<file path="src/rtl/aes_pkg.sv">
// Shared AES datapath types and GF(2^8) helpers for the MixColumns engine.
// All byte multiplies reduce modulo x^8+x^4+x^3+x+1.
package aes_pkg;

  typedef logic [127:0] state_t;
  typedef logic [31:0]  word_t;

  localparam logic [7:0] GF_POLY = 8'h1B;

  typedef enum logic [1:0] {IDLE, BUSY, DONE} mc_state_e;

  function automatic logic [7:0] xtime(input logic [7:0] b);
    return {b[6:0], 1'b0} ^ (b[7] ? GF_POLY : 8'h00);
  endfunction

  function automatic logic [7:0] gf_mul2(input logic [7:0] b);
    return xtime(b);
  endfunction

  function automatic logic [7:0] gf_mul3(input logic [7:0] b);
    return xtime(b) ^ b;
  endfunction

  // Higher multiples are built from the x2/x4/x8 powers.
  function automatic logic [7:0] gf_mul9(input logic [7:0] b);
    return xtime(xtime(xtime(b))) ^ b;
  endfunction

  function automatic logic [7:0] gf_mul11(input logic [7:0] b);
    return xtime(xtime(xtime(b))) ^ xtime(b) ^ b;
  endfunction

  function automatic logic [7:0] gf_mul13(input logic [7:0] b);
    return xtime(xtime(xtime(b))) ^ xtime(xtime(b)) ^ b;
  endfunction

  function automatic logic [7:0] gf_mul14(input logic [7:0] b);
    return xtime(xtime(xtime(b))) ^ xtime(xtime(b)) ^ xtime(b);
  endfunction

endpackage

</file>
<file path="src/rtl/mix_word_dual.sv">
// Combinational single-column MixColumns / InvMixColumns transform.
// Byte r of the word is row r of the column.
module mix_word_dual
  import aes_pkg::*;
#(
  parameter bit ENABLE_INV = 1'b1
) (
  input  logic [31:0] in_word,
  input  logic        inv,
  output logic [31:0] out_word
);

  logic [7:0] a [4];
  word_t      fwd_w;

  for (genvar r = 0; r < 4; r++) begin : g_row
    assign a[r] = in_word[8*r +: 8];
    assign fwd_w[8*r +: 8] = gf_mul2(a[r]) ^ gf_mul3(a[(r+1)%4]) ^ a[(r+2)%4] ^ a[(r+3)%4];
  end

  if (ENABLE_INV) begin : g_inv
    word_t inv_w;
    for (genvar r = 0; r < 4; r++) begin : g_inv_row
      assign inv_w[8*r +: 8] = gf_mul14(a[r]) ^ gf_mul11(a[(r+1)%4]) ^
                               gf_mul13(a[(r+2)%4]) ^ gf_mul9(a[(r+3)%4]);
    end
    assign out_word = inv ? inv_w : fwd_w;
  end else begin : g_fwd_only
    logic unused_inv;
    assign unused_inv = inv;
    assign out_word   = fwd_w;
  end

endmodule

</file>
<file path="src/rtl/mix_columns_iter.sv">
// Iterative valid/ready MixColumns engine: transforms COLS_PER_CYCLE columns
// of the working register in place per BUSY cycle, with a final-round bypass.
module mix_columns_iter
  import aes_pkg::*;
#(
  parameter int COLS_PER_CYCLE = 1,
  parameter int ENABLE_INV     = 1
) (
  input  logic         clk,
  input  logic         rst,
  input  logic         in_valid,
  output logic         in_ready,
  input  logic [127:0] in_data,
  input  logic         in_inv,
  input  logic         in_skip,
  output logic         out_valid,
  input  logic         out_ready,
  output logic [127:0] out_data
);

  if (!(COLS_PER_CYCLE == 1 || COLS_PER_CYCLE == 2 || COLS_PER_CYCLE == 4)) begin : g_bad_cpc
    $error("mix_columns_iter: COLS_PER_CYCLE must be 1, 2 or 4");
  end

  mc_state_e  state_q, state_d;
  logic [1:0] col_idx_q, col_idx_d;
  state_t     work_q, work_d;
  logic       inv_q, inv_d;

  logic [1:0] col_sel [COLS_PER_CYCLE];
  word_t      mix_out [COLS_PER_CYCLE];
  logic       last_step;

  for (genvar k = 0; k < COLS_PER_CYCLE; k++) begin : g_col
    assign col_sel[k] = col_idx_q + 2'(k);
    mix_word_dual #(.ENABLE_INV(ENABLE_INV != 0)) u_mix (
      .in_word  (work_q[{col_sel[k], 5'b0} +: 32]),
      .inv      (inv_q),
      .out_word (mix_out[k])
    );
  end

  // The last BUSY cycle is the one whose column group ends at column 3.
  assign last_step = (3'(col_idx_q) + 3'(COLS_PER_CYCLE)) == 3'd4;

  always_comb begin
    state_d   = state_q;
    col_idx_d = col_idx_q;
    work_d    = work_q;
    inv_d     = inv_q;
    in_ready  = 1'b0;
    out_valid = 1'b0;

    case (state_q)
      IDLE: in_ready = 1'b1;
      BUSY: begin
        for (int k = 0; k < COLS_PER_CYCLE; k++) begin
          work_d[{col_sel[k], 5'b0} +: 32] = mix_out[k];
        end
        col_idx_d = col_idx_q + 2'(COLS_PER_CYCLE);
        if (last_step) state_d = DONE;
      end
      DONE: begin
        out_valid = 1'b1;
        in_ready  = out_ready;
        if (out_ready) state_d = IDLE;
      end
      default: state_d = IDLE;
    endcase

    // An accept in DONE overlaps the output handshake on the same edge.
    if (in_ready && in_valid) begin
      work_d    = in_data;
      inv_d     = (ENABLE_INV != 0) && in_inv;
      col_idx_d = 2'd0;
      state_d   = in_skip ? DONE : BUSY;
    end
  end

  always_ff @(posedge clk) begin
    if (rst) begin
      state_q   <= IDLE;
      col_idx_q <= 2'd0;
      work_q    <= '0;
      inv_q     <= 1'b0;
    end else begin
      state_q   <= state_d;
      col_idx_q <= col_idx_d;
      work_q    <= work_d;
      inv_q     <= inv_d;
    end
  end

  assign out_data = work_q;

endmodule

</file>
<file path="config.mk">
export PLATFORM = sky130hd
export DESIGN_NAME = mix_columns_iter
export DESIGN_NICKNAME = d
export VERILOG_FILES = /design/src/rtl/aes_pkg.sv /design/src/rtl/mix_word_dual.sv /design/src/rtl/mix_columns_iter.sv
export SDC_FILE = /design/constraint.sdc
export NUM_CORES = 1
export LEC_CHECK = 0
export CORE_MARGIN = 5
export CORE_UTILIZATION = 48
export DETAILED_ROUTE_END_ITERATION = 16
export HOLD_SLACK_MARGIN = 0.03
export PLACE_DENSITY = 0.9
export RECOVER_POWER = 25
export SYNTH_ARGS = -nofsm -noshare
export SYNTH_HDL_FRONTEND = slang
export SYNTH_SLANG_ARGS = --single-unit
</file>
<file path="constraint.sdc">
create_clock -name clk -period 3.8 [get_ports clk]
set_input_delay 0.76 -clock clk [delete_from_list [all_inputs] [get_ports clk]]
set_output_delay 0.76 -clock clk [all_outputs]
set_load 0.005 [all_outputs]
</file>
After elaboration in Yosys (flattened, before gate mapping):

Cells that the tools add are included.
W data, S select, Z words.

* add/subtract/negate cells: 3
* equality and inequality tests: 6
* shift operators: 3
* multiplexer cells: 23
* bitwise operators: 64
* reduce and logical (&&, ||, !) cells: 5

Operators with widths (count)
* $xor A8 B8 Y8: 62
* $mux W128: 2
* $bwmux W128: 1
* $shift A32 B9 Y128 const A: 1
* $shiftx A128 B8 Y32: 1
* $shiftx A32 B9 Y128: 1
* $mux W5: 12
* $mux W32: 1
* $xor A8 B5 Y8: 2
* $neg A7 Y9: 1
* $mux W2: 4
* $ne A3 B3 Y1 const B: 2
* $pmux W2 S3: 1
* $add A2 B1 Y3 const B: 1
* $eq A3 B3 Y1 const B: 1
* $reduce_and A3 Y1: 1
* $add A2 B1 Y2 const B: 1
* $eq A2 B1 Y1 const B: 1
* $eq A2 B2 Y1 const B: 1
* $logic_not A2 Y1: 1
* $ne A2 B2 Y1 const B: 1
* $pmux W1 S2: 1
* $reduce_bool A2 Y1: 1
* $reduce_or A2 Y1: 1
* other kinds (2): 2

* register bits after elaboration: 133
* output and inout bits: 130

Depth between registers and ports, before layout:

* word-level depth: 17
* depth in mapped cells: 11
* gate-level depth less buffers: 8

By module:

From an unflattened synthesis, not the netlist that was laid out.

* cells, all modules: 1264
* area total of the unflattened synthesis: 12341.8 µm²

By module, submodules not included
* mix_columns_iter: instances 1, cells each 1029, area an instance 10102.2 µm², seq. area each 2662.6 µm²
* mix_word_dual: instances 1, cells each 235, area an instance 2239.6 µm², seq. area each 0.0 µm²

Worst setup path after synthesis:

Ideal clock, no wire load.

* path kind: reg2reg
* from: reg col_idx_q[1]
* to: reg work_q[111] (netlist: out_data[111])
* library setup time: 0.128 ns
* data arrival time: 2.927 ns
* required time: 3.672 ns
* path slack: 0.746 ns
* cell stages (with the launch flop): 11
* buffers on the path: 3
* cell sequence: dfxtp_1 buf_2 buf_4 buf_2 mux4_2 xor2_1 xnor3_1 and2_1 xnor3_1 a222oi_1 nor2_1

* cells in the longest elaborated chain, start to end: 15
* elaborated cells between the ends (all ways): 84
* those cells by class: add/sub: 1; shift: 3; mux: 16; bitwise: 64

Ends and longest elaborated chain
* start, declared: line mix_columns_iter.sv:26 `logic [1:0] col_idx_q, col_idx_d;`
* start signal, assigned: line mix_columns_iter.sv:88 `col_idx_q <= col_idx_d;`
* $shiftx A128 B8 Y32: line mix_columns_iter.sv:37 `.in_word (work_q[{col_sel[k], 5'b0} +: 32]),`
* $xor A8 B8 Y8 or $mux W5 (tied branches): line aes_pkg.sv:13 `return {b[6:0], 1'b0} ^ (b[7] ? GF_POLY : 8'h00);`
* $xor A8 B8 Y8, or another cell as far along: line aes_pkg.sv:13
* $mux W5, or another cell as far along: line aes_pkg.sv:13
* $xor A8 B8 Y8 or $xor A8 B5 Y8 (tied branches): line aes_pkg.sv:13
* $xor A8 B8 Y8 (on tied branches): line aes_pkg.sv:34, aes_pkg.sv:38, aes_pkg.sv:30
* $xor A8 B8 Y8 (on tied branches): line aes_pkg.sv:38, aes_pkg.sv:30
* $xor A8 B8 Y8 (2 in a row): line mix_word_dual.sv:24 `assign inv_w[8*r +: 8] = gf_mul14(a[r]) ^ gf_mul11(a[(r+1)%4]) ^`
* $xor A8 B8 Y8: line mix_word_dual.sv:25 `gf_mul13(a[(r+2)%4]) ^ gf_mul9(a[(r+3)%4]);`
* $mux W32: line mix_word_dual.sv:27 `assign out_word = inv ? inv_w : fwd_w;`
* $shiftx A32 B9 Y128: line mix_columns_iter.sv:58 `work_d[{col_sel[k], 5'b0} +: 32] = mix_out[k];`
* $bwmux W128 (*): line mix_columns_iter.sv:58
* $mux W128 (*): line mix_columns_iter.sv:54 `case (state_q)`
* $mux W128 (*): line mix_columns_iter.sv:72 `if (in_ready && in_valid) begin`
* end signal, assigned: line mix_columns_iter.sv:89 `work_q <= work_d;`
* end, declared: line mix_columns_iter.sv:27 `state_t work_q, work_d;`

Every way passes the cells marked *; elsewhere a longest branch is shown, timed or not. The select of a mux whose other input is x is not followed.
A chain may end at the register's enable or synchronous reset.

Worst setup path in the final report:

* from: reg col_idx_q[0]
* to: reg work_q[61] (netlist: out_data[61])

The elaborated chain is that of the path after synthesis.

==> out/qor.yml <==
num_rows: 49
min_period_ps: 3540
ctsRootBufferMaster: "clkbuf_16"
powerDensity_nw_per_um2: 583
grt_setup_unrepaired: "no"
status: "completed"
hold_viol: 0
final_area_um2: 12300
r2r_cells: 8
drc: 0
die_area_um2: 21300
ctsHtreeMaxLevel: 4
fmax_ghz: 0.282
initialDrtViolationCount: 1154
ios: 264
synth_nets: 951
crit_type: "reg -> reg"
rr_startpoint: "col_idx_q[0]"
layout-drive-gt1-share: 0.113
dp_hpwl_um: 23800
grt_pass1_wl_um: 50700
wl_um: 33300
cp.required_ps: 4090
drt_pass1_iterations: 6
fp.dieW_um: 146
insertion_delay_ps: 440
grt_pass1_vias: 8839
p_sw_uw: 2720
syn_avg_cell_area_um2: 10.9
port_buffers: 263
switching_share: 0.380
hold_depth: 2
antenna_found_initial: 0
clkPwrFrac: 0.224
ir_drop_mv: 0.443
critPathLaunchType: "flop"
cts.path.max_buffers: 2
dpl.cell_count: 1258
fp.dieH_um: 146
dpl-instance-area_um2: 11700
coreArea_um2: 18100
post-route-util: 0.679
p_int_uw: 4440
cts_tree: "yes"
grt_usage: 0.303
post_cts_buffers: 0
critPathCaptureType: "flop"
synth-seq-cells: 133
synth_cells: 813
num_antenna_cells: 0
synth_ff_type: "dfxtp_1"
start_util: 0.490
seq_power_share: 0.228
fin_nets: 1186
yosysWarnings: 0
skew_ps: 6.98
ant_nets: 0
wl_per_cell_um: 25.8
fin_setup_tns_ps: 0
critPathArrivalTime_ps: 3830
slew_headroom: 0.214
async_flop_share: 0
hp-start: "out_data[31]"
regToRegSetupSlack_ps: 260
period_share: 0.932
power.total_uw: 7160
gp_congestion: 0.970
ys_seq_area_frac: 0.301
stdcell_count: 1290
max_cap_violations: 0
viasPerCell: 6.58
synth_cell_types: 48
syn_area_um2: 8860
cts_made_buffers: 17
synth-edff-count: 0
path_clk_slew_ps: 60
grt_max_degree: 81
cp_max_fo: 15
n_fill_cell: 1236
power_leakage_uw: 0.00457
grt.overflow.total: 0
tightest_slew_ps: 1180
cts.sinks: 133
maxSlewViolCount: 0
area_delta_synth_final_pct: 38.5
setup_viol: 0
reg2reg_to: "out_data[61]"
hp-class: "reg -> reg"
vias: 8490
combPwrFrac: 0.548
min_to: "out_data[31]"
per-stage QoR:
step	setup slack, ps	hold WS (ps)
after floorplan	746	509
after global placement	256	505
after detailed placement	215	517
after CTS	146	533
after global routing	152	581
final	259	523
Yosys cell counts (5+ instances only):
master | number | area [µm²]
dfxtp_1 | 133 | 2660
xnor2_1 | 116 | 1020
a22oi_1 | 96 | 721
o2bb2ai_1 | 68 | 596
clkbuf_1 | 56 | 210
nor2_1 | 46 | 173
a222oi_1 | 32 | 320
xnor3_1 | 32 | 721
a21oi_1 | 30 | 150
mux4_2 | 29 | 653
xor2_1 | 25 | 219
o21ai_0 | 17 | 85.1
buf_2 | 13 | 65.1
nand2_1 | 13 | 48.8
mux2i_1 | 10 | 100
o22ai_1 | 8 | 50.1
inv_1 | 7 | 26.3
xor3_1 | 6 | 143
and3_1 | 5 | 31.3
area by class of cell:
class	instances	area, µm²	area share
clock buffers	24	502	0.0409
clock inverters	8	72.6	0.00591
inverters	7	26.3	0.00214
multi-input cells	594	5820	0.474
flip-flops and latches	133	2670	0.217
well taps	229	287	0.0233
repair buffers	295	2900	0.236
worst max path at each step:
stage,start,end,slack [ps],depth (start not counted)
global route,col_idx_q[0],out_data[127],150,8
floorplan,col_idx_q[1],out_data[111],750,10
finish,col_idx_q[0],out_data[61],260,8
global placement,col_idx_q[0],out_data[21],260,7
CTS,col_idx_q[0],out_data[61],150,8
detailed placement,col_idx_q[0],out_data[64],210,8
layout by cell type (no fill, tap or decap), types with 6 or more instances in the layout:
cell | Yosys | layout
clkdlybuf4s50_1 | 0 | 197
dfxtp_1 | 133 | 131
xnor2_1 | 116 | 116
a22oi_1 | 96 | 96
o2bb2ai_1 | 68 | 68
dlygate4sd3_1 | 0 | 65
nor2_1 | 46 | 43
xnor3_1 | 32 | 32
a222oi_1 | 32 | 32
buf_4 | 3 | 31
a21oi_1 | 30 | 30
mux4_2 | 29 | 29
xor2_1 | 25 | 25
o21ai_0 | 17 | 17
clkbuf_16 | 0 | 17
nand2_1 | 13 | 13
mux2i_1 | 10 | 10
o22ai_1 | 8 | 8
inv_1 | 7 | 7
xor3_1 | 6 | 6
power groups by stage:
stage               Clock (µW)  Sequential [µW]  Combinational, µW
finish                    1610             1630               3920
global route              1670             1640               4110
CTS                       1610             1630               3870
detailed placement           0             1650               3810
global placement             0             1650               3730
floorplan                    0             1620               2760
sequential cells by signal, summed over array words and instances, names as in the netlist:
register	flops
col_idx_q	2
state_q	2
out_data	128
inv_q	1
logic make-up (layout without fill, tap and decap cells):
group	count (synthesis)	after routing	share of synthesized area
xor+xnor	196	196	0.278
simple gates	86	86	0.0449
compound gates	265	265	0.230
buf+inv	86	334	0.0455
fa+ha+maj	4	4	0.00565
mux	43	43	0.0952
flops	133	133	0.301
timing repair:
action | CTS | global route
hold buffers | 0 | 0
endpoints found under the setup margin | 0 | 2
resized for setup | 0 | 1
worst max-delay path, stage by stage (launching register included):
cell       delay, ps
dfxtp_4          520
buf_4            240
mux4_2           690
xnor2_4          260
xnor2_1          450
xnor3_1          500
mux2i_1          330
xnor2_1          220
o2bb2ai_1        180
metal layers:
metal / GRT usage / up-vias / part of all wire
met3: 0.0791 / 150 / 0.096
met5: 0 / - / 0
met4: 0.160 / 0 / 0.056
li1: - / 3607 / -
met2: 0.513 / 638 / 0.49
met1: 0.354 / 4095 / 0.36
Power figures use the tool's default switching activity.
